File: src/rtl/multicycle_mainfsm.sv
// Main control FSM of the multicycle ARM core. It sequences fetch, decode, execute
// and writeback, and hosts the ALU decoder and the PC-source request logic.
module multicycle_mainfsm #(
  parameter logic [3:0] PC_REG = 4'd15
) (
  input  logic       clk,
  input  logic       Reset,
  input  logic [1:0] Op,
  input  logic [5:0] Funct,
  input  logic [3:0] Rd,
  output logic       IRWrite,
  output logic       AdrSrc,
  output logic [1:0] ALUSrcA,
  output logic [1:0] ALUSrcB,
  output logic [1:0] ResultSrc,
  output logic [1:0] ALUControl,
  output logic [1:0] ImmSrc,
  output logic [1:0] RegSrc,
  output logic       NextPC,
  output logic       PCS,
  output logic       RegW,
  output logic       MemW,
  output logic [1:0] FlagW,
  output logic       NoWrite,
  output logic       Retire,
  output logic       Illegal,
  output logic [3:0] State
);

  typedef enum logic [3:0] {
    FETCH  = 4'd0,
    DECODE = 4'd1,
    MEMADR = 4'd2,
    MEMRD  = 4'd3,
    MEMWB  = 4'd4,
    MEMWR  = 4'd5,
    EXECR  = 4'd6,
    EXECI  = 4'd7,
    ALUWB  = 4'd8,
    BRANCH = 4'd9
  } state_t;

  state_t     state;
  state_t     state_nxt;

  logic       valid_st;
  logic       irwrite_s;
  logic       nextpc_s;
  logic       regw_s;
  logic       memw_s;
  logic       branch_s;
  logic       alu_op;
  logic       retire_s;
  logic       illegal_s;

  logic [3:0] cmd;
  logic [1:0] dec_ctrl;
  logic [1:0] dec_flagw;
  logic       dec_nowrite;
  logic       is_cmp;

  always_ff @(posedge clk or posedge Reset) begin
    if (Reset) state <= FETCH;
    else       state <= state_nxt;
  end

  always_comb begin
    state_nxt = FETCH;
    case (state)
      FETCH:  state_nxt = DECODE;
      DECODE: begin
        case (Op)
          2'b01:   state_nxt = MEMADR;
          2'b00:   state_nxt = Funct[5] ? EXECI : EXECR;
          2'b10:   state_nxt = BRANCH;
          default: state_nxt = FETCH;
        endcase
      end
      MEMADR: state_nxt = Funct[0] ? MEMRD : MEMWR;
      MEMRD:  state_nxt = MEMWB;
      EXECR:  state_nxt = ALUWB;
      EXECI:  state_nxt = ALUWB;
      default: state_nxt = FETCH;
    endcase
  end

  always_comb begin
    valid_st  = 1'b1;
    irwrite_s = 1'b0;
    nextpc_s  = 1'b0;
    regw_s    = 1'b0;
    memw_s    = 1'b0;
    branch_s  = 1'b0;
    alu_op    = 1'b0;
    retire_s  = 1'b0;
    illegal_s = 1'b0;
    AdrSrc    = 1'b0;
    ALUSrcA   = 2'b00;
    ALUSrcB   = 2'b00;
    ResultSrc = 2'b00;
    case (state)
      FETCH: begin
        ALUSrcA   = 2'b01;
        ALUSrcB   = 2'b10;
        ResultSrc = 2'b10;
        irwrite_s = 1'b1;
        nextpc_s  = 1'b1;
      end
      DECODE: begin
        ALUSrcA   = 2'b01;
        ALUSrcB   = 2'b10;
        ResultSrc = 2'b10;
        illegal_s = (Op == 2'b11);
        retire_s  = (Op == 2'b11);
      end
      MEMADR: ALUSrcB = 2'b01;
      MEMRD:  AdrSrc  = 1'b1;
      MEMWB: begin
        ResultSrc = 2'b01;
        regw_s    = 1'b1;
        retire_s  = 1'b1;
      end
      MEMWR: begin
        AdrSrc   = 1'b1;
        memw_s   = 1'b1;
        retire_s = 1'b1;
      end
      EXECR: alu_op = 1'b1;
      EXECI: begin
        ALUSrcB = 2'b01;
        alu_op  = 1'b1;
      end
      ALUWB: begin
        regw_s   = 1'b1;
        retire_s = 1'b1;
      end
      BRANCH: begin
        ALUSrcB   = 2'b01;
        ResultSrc = 2'b10;
        branch_s  = 1'b1;
        retire_s  = 1'b1;
      end
      default: valid_st = 1'b0;
    endcase
  end

  // ALU decoder: only data-processing execute states carry ALUOp
  assign cmd    = Funct[4:1];
  assign is_cmp = (cmd == 4'b1010);

  always_comb begin
    dec_ctrl    = 2'b00;
    dec_flagw   = 2'b00;
    dec_nowrite = 1'b0;
    if (alu_op) begin
      case (cmd)
        4'b0100: begin dec_ctrl = 2'b00; dec_flagw = {Funct[0], Funct[0]}; end
        4'b0010: begin dec_ctrl = 2'b01; dec_flagw = {Funct[0], Funct[0]}; end
        4'b0000: begin dec_ctrl = 2'b10; dec_flagw = {Funct[0], 1'b0}; end
        4'b1100: begin dec_ctrl = 2'b11; dec_flagw = {Funct[0], 1'b0}; end
        4'b1010: begin dec_ctrl = 2'b01; dec_flagw = 2'b11; dec_nowrite = 1'b1; end
        default: begin dec_ctrl = 2'b00; dec_flagw = 2'b00; end
      endcase
    end
  end

  assign ALUControl = dec_ctrl;
  // NoWrite stays up through ALUWB so the condition logic can still veto the CMP write
  assign NoWrite    = dec_nowrite | ((state == ALUWB) & is_cmp);
  assign ImmSrc     = valid_st ? Op : 2'b00;
  assign RegSrc     = valid_st ? {(Op == 2'b01), (Op == 2'b10)} : 2'b00;

  // Write-side requests are held off while reset is asserted
  assign IRWrite = irwrite_s & ~Reset;
  assign NextPC  = nextpc_s & ~Reset;
  assign RegW    = regw_s & ~Reset;
  assign MemW    = memw_s & ~Reset;
  assign FlagW   = Reset ? 2'b00 : dec_flagw;
  assign PCS     = (branch_s | (regw_s & (Rd == PC_REG))) & ~Reset;
  assign Retire  = retire_s & ~Reset;
  assign Illegal = illegal_s & ~Reset;
  assign State   = state;

endmodule

File: config.mk
export PLATFORM = sky130hd
export DESIGN_NAME = multicycle_mainfsm
export DESIGN_NICKNAME = d
export VERILOG_FILES = /design/src/rtl/multicycle_mainfsm.sv
export SDC_FILE = /design/constraint.sdc
export NUM_CORES = 1
export LEC_CHECK = 0
export ABC_AREA = 1
export CORE_MARGIN = 5
export CORE_UTILIZATION = 29
export DETAILED_ROUTE_END_ITERATION = 7
export GPL_TIMING_DRIVEN = 0
export PLACE_DENSITY = 0.81
export SYNTH_ARGS = -nofsm -noshare
export SYNTH_HDL_FRONTEND = slang
export SYNTH_SLANG_ARGS = --single-unit
File: constraint.sdc
create_clock -name clk -period 1.2 [get_ports clk]
set_input_delay 0.18 -clock clk [delete_from_list [all_inputs] [get_ports clk]]
set_output_delay 0.18 -clock clk [all_outputs]
set_load 0.005 [all_outputs]
==> results of run 1 <==
routing by layer:
layer,vias to the layer above,global-route usage [%],part of all wire [%]
met5,-,0,0
met4,0,10.6,3.4
met3,14,3.42,8.4
met2,62,40.3,51
met1,439,19.2,37
li1,422,-,-
Yosys cell counts:
library cell / count / share of area [%]
conb_1: 1 / 0.72
buf_6: 1 / 2.2
nand3_1: 12 / 12
o22ai_1: 1 / 1.2
and3_1: 1 / 1.2
nor3_1: 4 / 3.8
inv_1: 13 / 9.4
o211ai_1: 2 / 2.9
nand2_1: 21 / 15
o21ai_0: 2 / 1.9
inv_2: 1 / 0.72
a21oi_1: 5 / 4.8
nand4_1: 1 / 1.2
nand2_2: 1 / 1.2
o31ai_2: 1 / 2.4
nor2_1: 11 / 7.9
dfrtp_1: 4 / 19
nor2_4: 3 / 6.5
buf_4: 2 / 2.9
nand3_4: 1 / 3.4
layout make-up:
class                           instances  area, sq um
Clock buffer                            3         22.5
Timing Repair Buffer                   67          569
Buffer                                  3         30.0
Tap cell                               25         31.3
Fill cell                             122          418
Multi-Input combinational cell         67          497
Sequential cell                         4          104
Inverter                               14         55.1
kinds of logic after synthesis:
logic type	count (synthesis)	share of synthesized area, %
other cells	1	0.719
compound gates	11	13.2
flops	4	19.2
simple gates	55	51.8
buf+inv	17	15.1
final timing paths:
kind | from | to | slack [ns] | cells past startpoint
max | State[1] | PCS | -0.44 | 6
min | Reset | State[1] | 0.20 | 3
max reg2reg | State[2] | State[2] | -0.11 | 6
min reg2reg | State[0] | State[1] | 0.77 | 4
max in group asynchronous | Reset | State[3] | 0.89 | 3
min in group clk | Op[0] | State[3] | 0.60 | 2
worst min-delay path, delay by kind of cell:
family / cells / cell delay (ns)
buffers and inverters: 3 / 0.60
timing repair:
action | CTS | global route
endpoints found under the setup margin | 26 | 28
setup buffers | 25 | 4
resized for setup | 137 | 26
pin swaps | 19 | 10
hold buffers | 0 | 0
through the flow:
stage	instances	hold WS [ns]	setup TNS (ns)	instance area (sq um)
6_report	183	0.203	-7.31	1310
5_1_grt	183	0.212	-8.40	1310
4_1_cts	180	0.433	-6.24	1240
3_5_place_dp	152	0.604	-11.38	951
3_3_place_gp	152	0.608	-11.01	951
2_1_floorplan	88	-0.0321	0	529
power by group through the flow:
stage / combinational (mW) / sequential, mW / clock [mW]
6_report: 2.38 / 0.286 / 0.186
5_1_grt: 2.49 / 0.292 / 0.188
4_1_cts: 1.89 / 0.270 / 0.173
3_5_place_dp: 1.30 / 0.276 / 0
3_3_place_gp: 1.28 / 0.267 / 0
2_1_floorplan: 0.617 / 0.269 / 0
==> run metrics, run 1 <==
critical path peak fanout=6; placed wire-length estimate=1.52 mm; leakage=0.695 nW; top achievable clock speed=0.610 GHz; synthesized flop and latch total=4; worst-skew pair later-pin latency=0.25 ns; port bufs=39; Slowest-stage cell, CP=dfrtp_1; Area growth, synth to finish=151%; max-cap viol count=0; initial antenna violation count=0; TritonCTS clock tree=yes; largest net degree at the start of global routing=9; Vert. Die Dim=52.4 um; Final Setup Violations=26; critical-path cell list=buf_6, nor2_4, buf_6, nand2_4, a21oi_2, buf_2; first-pass GRT wire length=4.12 mm; core area=1730 sq um; initial core utilization=30.2%; crit share post-route=137%; max FFs per register=4; most frequent cells in the layout=buf_6 (18), buf_4 (17), buf_2 (16); Clock Tree Buf Depth=2; Mapped Avg Cell Area=5.93 sq um; total power=2.85 mW; Seq/Total Area, Yosys=19.2%; crit end category=output port; crit path buf inv count=3; final slew viol count=0; Mapped Nets=102; commonest non-fill, non-tap cell in the layout=buf_6; VDD IR max=0.949 mV; DR DRC count=0; Pre-Repair DR Iteration Count=4; Synth Cell Area=522 sq um; via count=937; Hold Crit Class=input pin to async pin; WL final=3.02 mm; via/cell ratio=5.12; max incr delay on CP=0.39 ns; Arr. time, crit path=1.46 ns; Comb pwr share=83.4%; post-route minimum period=1.64 ns; number of global-route vias before repair=915; Post-Synthesis Cells=88; Internal=1.56 mW; Ys Warns=0; net switching power=1.28 mW; 1st-iter DRT viols=20; Worst Path Required=1.02 ns; power density over cell area=2180 nW/um^2; failing checks=setup timing; n_diodes=0; Net Sw Frac=45.1%; num rows=15; setup ws final=-0.438 ns; Reg clk slew, reported paths=0.04 ns; wire length per cell=16.5 um; die area=2750 sq um; Cell variety after synth=20; final core utilization=75.8%; IO Count=41; final net count=174; Chip Width=52.4 um; clk root buf=clkbuf_4; Num CTS Buffers=3; Flop pwr share=10.0%; final hold vios=0; CTS H-tree lvls=1; antenna viol nets, final=0; GRT Total Usage=20.3%; Top Family by Delay on Critical Path=buffers and inverters; layout cells sized above 1=65.2%; Placement Setup Slack=-0.790 ns; unrepaired setup endpoints after global routing=true; Clock Skew=0.00529 ns; Clk pwr share=6.5%; grt total ovfl=0; GP Congestion=0.806; status=finished, violations left; CP Launch Type=flop; critical setup path kind=flop to output port; CP most frequent cell=buf_6; CTS sink cnt=4
Power figures use the tool's default switching activity.
==> inputs of run 2 (changes only) <==
--- a/config.mk
+++ b/config.mk
@@ -11,6 +11,8 @@
 export DETAILED_ROUTE_END_ITERATION = 7
 export GPL_TIMING_DRIVEN = 0
 export PLACE_DENSITY = 0.81
+export SKIP_CTS_REPAIR_TIMING = 1
 export SYNTH_ARGS = -nofsm -noshare
 export SYNTH_HDL_FRONTEND = slang
 export SYNTH_SLANG_ARGS = --single-unit
+export TNS_END_PERCENT = 30
==> run 2 against run 1 <==
Net effect:
- the flow still finishes with violations (setup timing)
- sequential power barely moved
- worst setup slack got worse by 0.049 ns
- critical path type unchanged
- routed wire length fell by 15%
- largest power group unchanged
- highest routed layer unchanged
- maximum frequency fell by 2.9%
==> run metrics, run 2 (synthesized netlist as in run 1, its figures left out) <==
Clock Tree Buf Depth=2 (unchanged); final slew viol count=0 (unchanged); worst-skew pair later-pin latency=0.25 ns (about the same); final hold vios=0 (unchanged); most frequent cells in the layout=buf_4 (19), nand2_1 (18), dlymetal6s2s_1 (12); port bufs=39 (unchanged); final net count=167 (-4.0%); Post-Layout Inst Area=1210 sq um (-7.3%); GRT Total Usage=12.4% (-7.9 points); via count=868 (-7.4%); WL final=2.58 mm (-15%); unrepaired setup endpoints after global routing=true; Vert. Die Dim=52.4 um (unchanged); DR DRC count=0 (unchanged); Placement Setup Slack=-0.790 ns (unchanged); Arr. time, crit path=1.51 ns (+0.05 ns); wire length per cell=14.7 um (-11%); initial core utilization=30.2% (unchanged); placed wire-length estimate=1.52 mm (unchanged); max FFs per register=4 (unchanged); critical-path cell list=inv_4, buf_6, nand3_4, nor2_4, buf_6, nand3_2, nand3_2, clkbuf_2; CTS H-tree lvls=1 (unchanged); CTS sink cnt=4 (unchanged); Hold Crit Class=input pin to async pin; max incr delay on CP=0.45 ns (+0.06 ns); layout cells sized above 1=52.3% (-13 points); Top Family by Delay on Critical Path=flip-flops; DP Area=951 sq um (unchanged); status=finished, violations left; GP Congestion=0.806 (unchanged); Num CTS Buffers=3 (unchanged); post-placement cell count=152 (unchanged); n_diodes=0 (unchanged); initial antenna violation count=0 (unchanged); max-cap viol count=0 (unchanged); die area=2750 sq um (unchanged); leakage=0.752 nW (+8.2%); Final Setup Violations=26 (unchanged); power density over cell area=1860 nW/um^2 (-14%); Pre-Repair DR Iteration Count=4 (unchanged); Worst Path Required=1.02 ns (about the same); Slowest-stage cell, CP=dfrtp_2; Non-Filler Instances=176 (-3.8%); top achievable clock speed=0.593 GHz (-2.9%); grt total ovfl=0 (unchanged); first-pass GRT wire length=2.55 mm (-38%); Reg clk slew, reported paths=0.04 ns (about the same); via/cell ratio=4.93 (-3.7%); crit share post-route=141% (+4.1 points); num rows=15 (unchanged); largest net degree at the start of global routing=9 (unchanged); number of global-route vias before repair=639 (-30%); clk root buf=clkbuf_4; antenna viol nets, final=0 (unchanged); Area growth, synth to finish=133%; TritonCTS clock tree=yes; CP Launch Type=flop; failing checks=setup timing; critical setup path kind=flop to output port; hold_ws=0.115 ns (-0.0873 ns); crit end category=output port; Clock Skew=0.00304 ns (-0.00224 ns); Chip Width=52.4 um (unchanged); 1st-iter DRT viols=16 (-20%); post-route minimum period=1.69 ns (+0.0488 ns); commonest non-fill, non-tap cell in the layout=buf_4; critical path peak fanout=4 (-2); VDD IR max=0.738 mV (-22%); IO Count=41 (unchanged); crit path buf inv count=4 (+1); total power=2.26 mW (-21%); core area=1730 sq um (unchanged); setup ws final=-0.487 ns (-0.0488 ns)
[run 2: where the power goes]
part / internal, mW / switching (mW)
combinational: 0.896 / 0.895
clock: 0.113 / 0.0714
sequential: 0.198 / 0.0854
[run 2: final cells by class]
cell class	instances	area (sq um)
Sequential cell	4	104
Fill cell	134	513
Tap cell	25	31.3
Clock buffer	3	22.5
Multi-Input combinational cell	67	468
Buffer	3	26.3
Timing Repair Buffer	60	507
Inverter	14	55.1
[run 2: through the flow]
step / setup TNS, ns / util, %
2_1_floorplan: 0 / -
3_5_place_dp: -11.38 / 55.1
4_1_cts: -15.59 / 56.4
3_3_place_gp: -11.01 / 55.1
6_report: -7.43 / 70.3
5_1_grt: -8.65 / 70.3
[run 2: worst reg2reg max path, delay by kind of cell (launching register included)]
| family | cells | cell delay [ns] |
|---|---|---|
| AO/OA/AOI/OAI | 1 | 0.19 |
| AND/OR/NAND/NOR | 2 | 0.35 |
| buffers and inverters | 2 | 0.26 |
| flip-flops | 1 | 0.46 |
[run 2: per-layer routing]
metal | GRT usage, % | up-vias | routed length [um]
met5 | 0 | - | 0
met4 | 10.2 | 0 | 105
met3 | 2.28 | 13 | 191
met2 | 22.5 | 52 | 1320
met1 | 11.9 | 391 | 961
li1 | - | 412 | -
[run 2: worst paths after layout]
check                      startpoint       end  slack (ns)  cells past startpoint
max in group asynchronous       Reset  State[3]        0.53                      3
setup reg to reg             State[2]  State[3]       -0.16                      5
min in group clk                Op[1]  State[1]        0.32                      2
hold / removal                  Reset  State[1]        0.12                      3
setup / recovery             State[3]  FlagW[1]       -0.49                      8
hold reg to reg              State[1]  State[2]        0.77                      3
